### src/rtl/fifo_burst_reader.sv
// Burst read engine for a registered-output sync FIFO: pops exactly len words and
// re-times them onto a valid/ready stream. Optional FIFO_BURST_READER_UNDERRUN_EN adds a stall counter.
module fifo_burst_reader #(
    parameter int BITS_WIDTH = 32,
    parameter int BITS_LEN   = 8
) (
    input  logic                  i_clk,
    input  logic                  i_rst_n,
    input  logic                  start,
    input  logic [BITS_LEN-1:0]   len,
    output logic                  busy,
    output logic                  done,
    input  logic [BITS_WIDTH-1:0] fifo_dout,
    input  logic                  fifo_empty,
    output logic                  fifo_rd_en,
    output logic [BITS_WIDTH-1:0] m_data,
    output logic                  m_valid,
    input  logic                  m_ready,
    output logic                  m_last
`ifdef FIFO_BURST_READER_UNDERRUN_EN
    ,
    output logic [15:0]           underrun_cycles
`endif
);
    typedef enum logic {IDLE, BURST} state_t;

    localparam logic [BITS_LEN:0] CNT_ONE = 1;

    state_t                state_q, state_d;
    logic                  load;
    logic [BITS_LEN:0]     rd_left, beat_left;
    logic                  inflight;
    logic [BITS_WIDTH-1:0] mem [3];
    logic [1:0]            wr_ptr, rd_ptr, occ;
    logic                  room, beat_xfer, last_xfer;

    function automatic logic [1:0] ptr_inc(input logic [1:0] p);
        return (p == 2'd2) ? 2'd0 : p + 2'd1;
    endfunction

    // Queue slots plus the word still in the FIFO's output register must never exceed 3.
    assign room       = ({1'b0, occ} + {2'b00, inflight}) < 3'd3;
    assign busy       = (state_q == BURST);
    assign fifo_rd_en = busy & ~fifo_empty & (|rd_left) & room;
    assign m_valid    = (occ != 2'd0);
    assign m_data     = mem[rd_ptr];
    assign m_last     = m_valid & (beat_left == CNT_ONE);
    assign beat_xfer  = m_valid & m_ready;
    assign last_xfer  = beat_xfer & (beat_left == CNT_ONE);

    always_comb begin
        state_d = state_q;
        load    = 1'b0;
        unique case (state_q)
            IDLE: if (start) begin
                state_d = BURST;
                load    = 1'b1;
            end
            BURST: if (last_xfer) state_d = IDLE;
            default: state_d = IDLE;
        endcase
    end

    always_ff @(posedge i_clk or negedge i_rst_n) begin
        if (!i_rst_n) begin
            state_q   <= IDLE;
            rd_left   <= '0;
            beat_left <= '0;
            inflight  <= 1'b0;
            wr_ptr    <= 2'd0;
            rd_ptr    <= 2'd0;
            occ       <= 2'd0;
            done      <= 1'b0;
            for (int i = 0; i < 3; i++) mem[i] <= '0;
        end else begin
            state_q  <= state_d;
            done     <= last_xfer;
            inflight <= fifo_rd_en;
            // len of zero encodes the full 2**BITS_LEN burst via the extra MSB
            if (load) begin
                rd_left   <= {(len == '0), len};
                beat_left <= {(len == '0), len};
            end else begin
                if (fifo_rd_en) rd_left   <= rd_left - CNT_ONE;
                if (beat_xfer)  beat_left <= beat_left - CNT_ONE;
            end
            if (inflight) begin
                mem[wr_ptr] <= fifo_dout;
                wr_ptr      <= ptr_inc(wr_ptr);
            end
            if (beat_xfer) rd_ptr <= ptr_inc(rd_ptr);
            unique case ({inflight, beat_xfer})
                2'b10:   occ <= occ + 2'd1;
                2'b01:   occ <= occ - 2'd1;
                default: occ <= occ;
            endcase
        end
    end

`ifdef FIFO_BURST_READER_UNDERRUN_EN
    logic stall;
    assign stall = busy & (|rd_left) & room & fifo_empty;

    always_ff @(posedge i_clk or negedge i_rst_n) begin
        if (!i_rst_n)
            underrun_cycles <= 16'h0000;
        else if (load)
            underrun_cycles <= 16'h0000;
        else if (stall && underrun_cycles != 16'hFFFF)
            underrun_cycles <= underrun_cycles + 16'h0001;
    end
`endif

endmodule

### config.mk
export PLATFORM = sky130hd
export DESIGN_NAME = fifo_burst_reader
export DESIGN_NICKNAME = d
export VERILOG_FILES = /design/src/rtl/fifo_burst_reader.sv
export SDC_FILE = /design/constraint.sdc
export NUM_CORES = 1
export LEC_CHECK = 0
export ABC_AREA = 0
export BUFFER_PORTS_ARGS = -buffer_cell sky130_fd_sc_hd__buf_2
export CAP_MARGIN = 20
export CORE_MARGIN = 3
export CORE_UTILIZATION = 52
export DETAILED_ROUTE_END_ITERATION = 12
export PLACE_DENSITY_LB_ADDON = 0.15
export SLEW_MARGIN = 20
export SYNTH_ARGS = -nofsm -noshare
export SYNTH_HDL_FRONTEND = slang
export SYNTH_SLANG_ARGS = --single-unit
export TNS_END_PERCENT = 5
### constraint.sdc
create_clock -name i_clk -period 2.1 [get_ports i_clk]
set_input_delay 0.525 -clock i_clk [delete_from_list [all_inputs] [get_ports i_clk]]
set_output_delay 0.525 -clock i_clk [all_outputs]
set_load 0.02 [all_outputs]
==> results.sh <==
export IMPL_status="finished with violations"
export IMPL_failed_checks="negative setup slack"
export IMPL_synth_top_flop_cell="dfrtp_1"
export IMPL_maximum_buffer_depth_of_the_clock_tree=2
export IMPL_yosys_warnings=0
export IMPL_postSynthNetCount=514
export IMPL_endpoint_kind="output pin"
export IMPL_io_buf_count=81
export IMPL_post_synth_and_or_nand_nor_area_fraction_pct=7.76
export IMPL_worst_clock_skew_ps=8.85
export IMPL_fin_ws_ps=-470
export IMPL_via_count=3982
export IMPL_share_clk_of_total_power_pct=22.0
export IMPL_min_delay_worst_type="primary input to flop"
export IMPL_nature_of_the_critical_path_startpoint="flop"
export IMPL_final_setup_tns_ps=-5940
export IMPL_cts_clk_slew_worst_paths_ps=60
export IMPL_cts_buffer_count=17
export IMPL_min_period_ps=2570
export IMPL_htreeDepth=4
export IMPL_comb_power_share_pct=45.8
export IMPL_synthToLayoutAreaGrowth_pct=27.4
export IMPL_residual_antenna_violating_net_count_after_detailed_routing=0
export IMPL_max_clock_freq_mhz=389
export IMPL_postLayoutCoreUtil_pct=68.9
export IMPL_chipHeight_um=110
export IMPL_worst_path_max_fanout=2
export IMPL_cp_required_ps=1570
export IMPL_grt_pass1_wl_mm=19.3
export IMPL_timing_critical_path_arrival_ps=2050
export IMPL_postSynthCellCount=463
export IMPL_firstDrtPassIters=4
export IMPL_post_synth_mux_area_share_pct=24.7
export IMPL_grt_setup_unrepaired="yes"
export IMPL_synth_compound_gate_area_share_pct=7.64
export IMPL_hpwlAfterDp_mm=7.90
export IMPL_yosys_area_share_xor_xnor_pct=1.55
export IMPL_ys_async_sr_fraction_pct=100
export IMPL_drv_cap=0
export IMPL_synth_area_um2=5660
export IMPL_initial_utilization_pct=54.1
export IMPL_share_of_post_route_cells_with_drive_strength_above_1_pct=44.9
export IMPL_worst_skew_pair_late_latency_ps=510
export IMPL_syn_area_per_cell_um2=12.2
export IMPL_finalWeightedCongestion=0.869
export IMPL_floorplan_die_width_um=110
export IMPL_ir_drop_uv=743
export IMPL_setup_violations=34
export IMPL_power_density_nw_per_um2=1840
export IMPL_postSynthRegisterBits=123
export IMPL_antenna_cells_inserted=0
export IMPL_drt_wl_total_mm=12.1
export IMPL_critPathKind="flop to output pin"
export IMPL_post_synth_fa_ha_maj_area_fraction_pct=1.33
export IMPL_fin_nets=619
export IMPL_sequentialPowerShare_pct=32.2
export IMPL_global_route_overflow_total=0
export IMPL_cts_tree="built"
export IMPL_least_margin_pin_slew_ps=451
export IMPL_remaining_drc_errors=0
export IMPL_synth_enable_flop_cells=0
export IMPL_grt_antenna_before_repair=0
export IMPL_drt_initial_drc_count=162
export IMPL_io_pins=82
export IMPL_fin_worst_hold_slack_ps=257
export IMPL_finalMaxSlewViolations=0
export IMPL_dieArea_um2=12200
export IMPL_finalHoldViolCount=0
export IMPL_fp_row_count=37
export IMPL_cts_root_buf="clkbuf_8"
export IMPL_worst_slack_at_placement_ps=-71.4
export IMPL_main_combinational_cell_family_by_area_after_synthesis="multiplexers"
export IMPL_synth_cell_type_count=43
export IMPL_p_switching_uw=4750
export IMPL_viasPerCell=5.55
export IMPL_lkg_pwr_uw=0.00322
export IMPL_core_area_um2=10500
export IMPL_internal_power_uw=8490
export IMPL_max_slew_margin_pct=69.9
export IMPL_switching_share_pct=35.9
export IMPL_fin_crit_sh_pct=122
export IMPL_tritoncts_num_sinks=123
export IMPL_grt_pass1_vias=3968
export IMPL_synth_sequential_area_ratio_pct=54.4
export IMPL_wl_per_cell_um=16.8
export IMPL_largest_net_degree_at_the_start_of_global_routing=41
export IMPL_grt_util_all_layers_pct=21.0
[state kept, by name, indices dropped and copies added, names as in the netlist]
register   count
beat_left      9
busy           1
done           1
inflight       1
mem           96
occ            2
rd_left        9
rd_ptr         2
wr_ptr         2
[placed cells by master (no fill, tap or decap), types with 6 or more instances in the layout]
master and instances:
mux2_2 95, mux2i_1 32, dfrtp_1 122, nand2_1 44, buf_12 7, buf_6 6, buf_4 39, buf_2 58
o21ai_1 26, inv_1 8, nand3_1 7, o21ai_0 12, clkbuf_16 16
[power groups by stage]
| stage | combinational (uW) | sequential [uW] | clock [uW] |
|---|---|---|---|
| detailed placement | 5570 | 4290 | 0 |
| finish | 6070 | 4270 | 2910 |
| global route | 6590 | 4420 | 3080 |
| floorplan | 3900 | 4120 | 0 |
| CTS | 5830 | 4270 | 2950 |
| global placement | 5450 | 4210 | 0 |
[per-stage QoR]
step | instances | area [um^2] | power [uW]
after global routing | 717 | 7210 | 14100
after floorplan | 463 | 5670 | 8020
after CTS | 716 | 7140 | 13100
after global placement | 682 | 6460 | 9650
after detailed placement | 682 | 6460 | 9870
final | 717 | 7210 | 13200
[cell families (layout without fill, tap and decap cells)]
family                     Yosys count  count (layout)
AOI/OAI and AO/OA                   71              71
muxes                              128             128
and+or+nand+nor                     89              89
DFF                                123             123
adders and majority gates            6               6
xor gates and xnor gates            10              10
buffers and inverters               36             154
[final timing paths]
kind	start	to	slack (ps)	cells after the start
hold / removal	fifo_dout[26]	mem[26]	260	2
max in group asynchronous	i_rst_n	rd_ptr[1]	1010	3
hold reg to reg	mem[26]	mem[26]	500	1
setup / recovery	inflight	fifo_rd_en	-470	7
min in group asynchronous	i_rst_n	mem[40]	500	2
setup reg to reg	inflight	rd_left[4]	60	7
[worst max-delay path, stage by stage (launching register included)]
cell	delay, ps
dfrtp_1	390
ha_2	210
ha_4	210
a211oi_2	200
nand2_1	100
or2_4	250
clkinvlp_4	70
buf_6	110
[per-layer routing]
metal  wire (um)  global-route usage [%]  vias to the layer above
met3         605                    6.76                       13
met1        5420                    26.6                     1994
met2        5890                    34.4                       89
met5           0                       0                        -
met4         146                    6.24                        0
li1            -                       -                     1886
[synth_stat cells, types with 3 or more instances]
cell / instances / area share (%)
xnor2_1: 5 / 0.77
ha_1: 6 / 1.3
mux2i_1: 32 / 5.7
a21oi_1: 3 / 0.27
or4_1: 3 / 0.40
o211ai_1: 4 / 0.53
dfrtp_1: 123 / 54
nor2b_1: 3 / 0.33
xor2_1: 5 / 0.77
nand3_1: 8 / 0.71
nor2_1: 5 / 0.33
buf_1: 6 / 0.40
and2_1: 4 / 0.44
mux2_2: 95 / 19
inv_1: 9 / 0.60
nand2_1: 45 / 3.0
o31ai_1: 3 / 0.40
o21ai_0: 42 / 3.7
a211oi_1: 3 / 0.40
a31oi_1: 3 / 0.33
buf_2: 5 / 0.44
clkbuf_1: 14 / 0.93
a21o_1: 5 / 0.66
nor3_1: 7 / 0.62
or2_2: 3 / 0.33
[final cells by class]
cell class                 count  area, um^2
clock buffer                  21         459
clock inverter                11         143
fill                         765        3250
inverter                      10        41.3
multi-input combinational    304        2500
sequential                   123        3080
tap                          136         170
timing repair buffer         112         816
[repair_timing]
item | in CTS | in global routing
hold buffers | 1 | 0
gates resized for setup | 40 | 30
pin swaps | 6 | 2
endpoints found under the hold margin | 30 | 0
setup endpoints to repair | 35 | 37
setup buffers | 1 | 1
(Power assumes the default switching activity.)
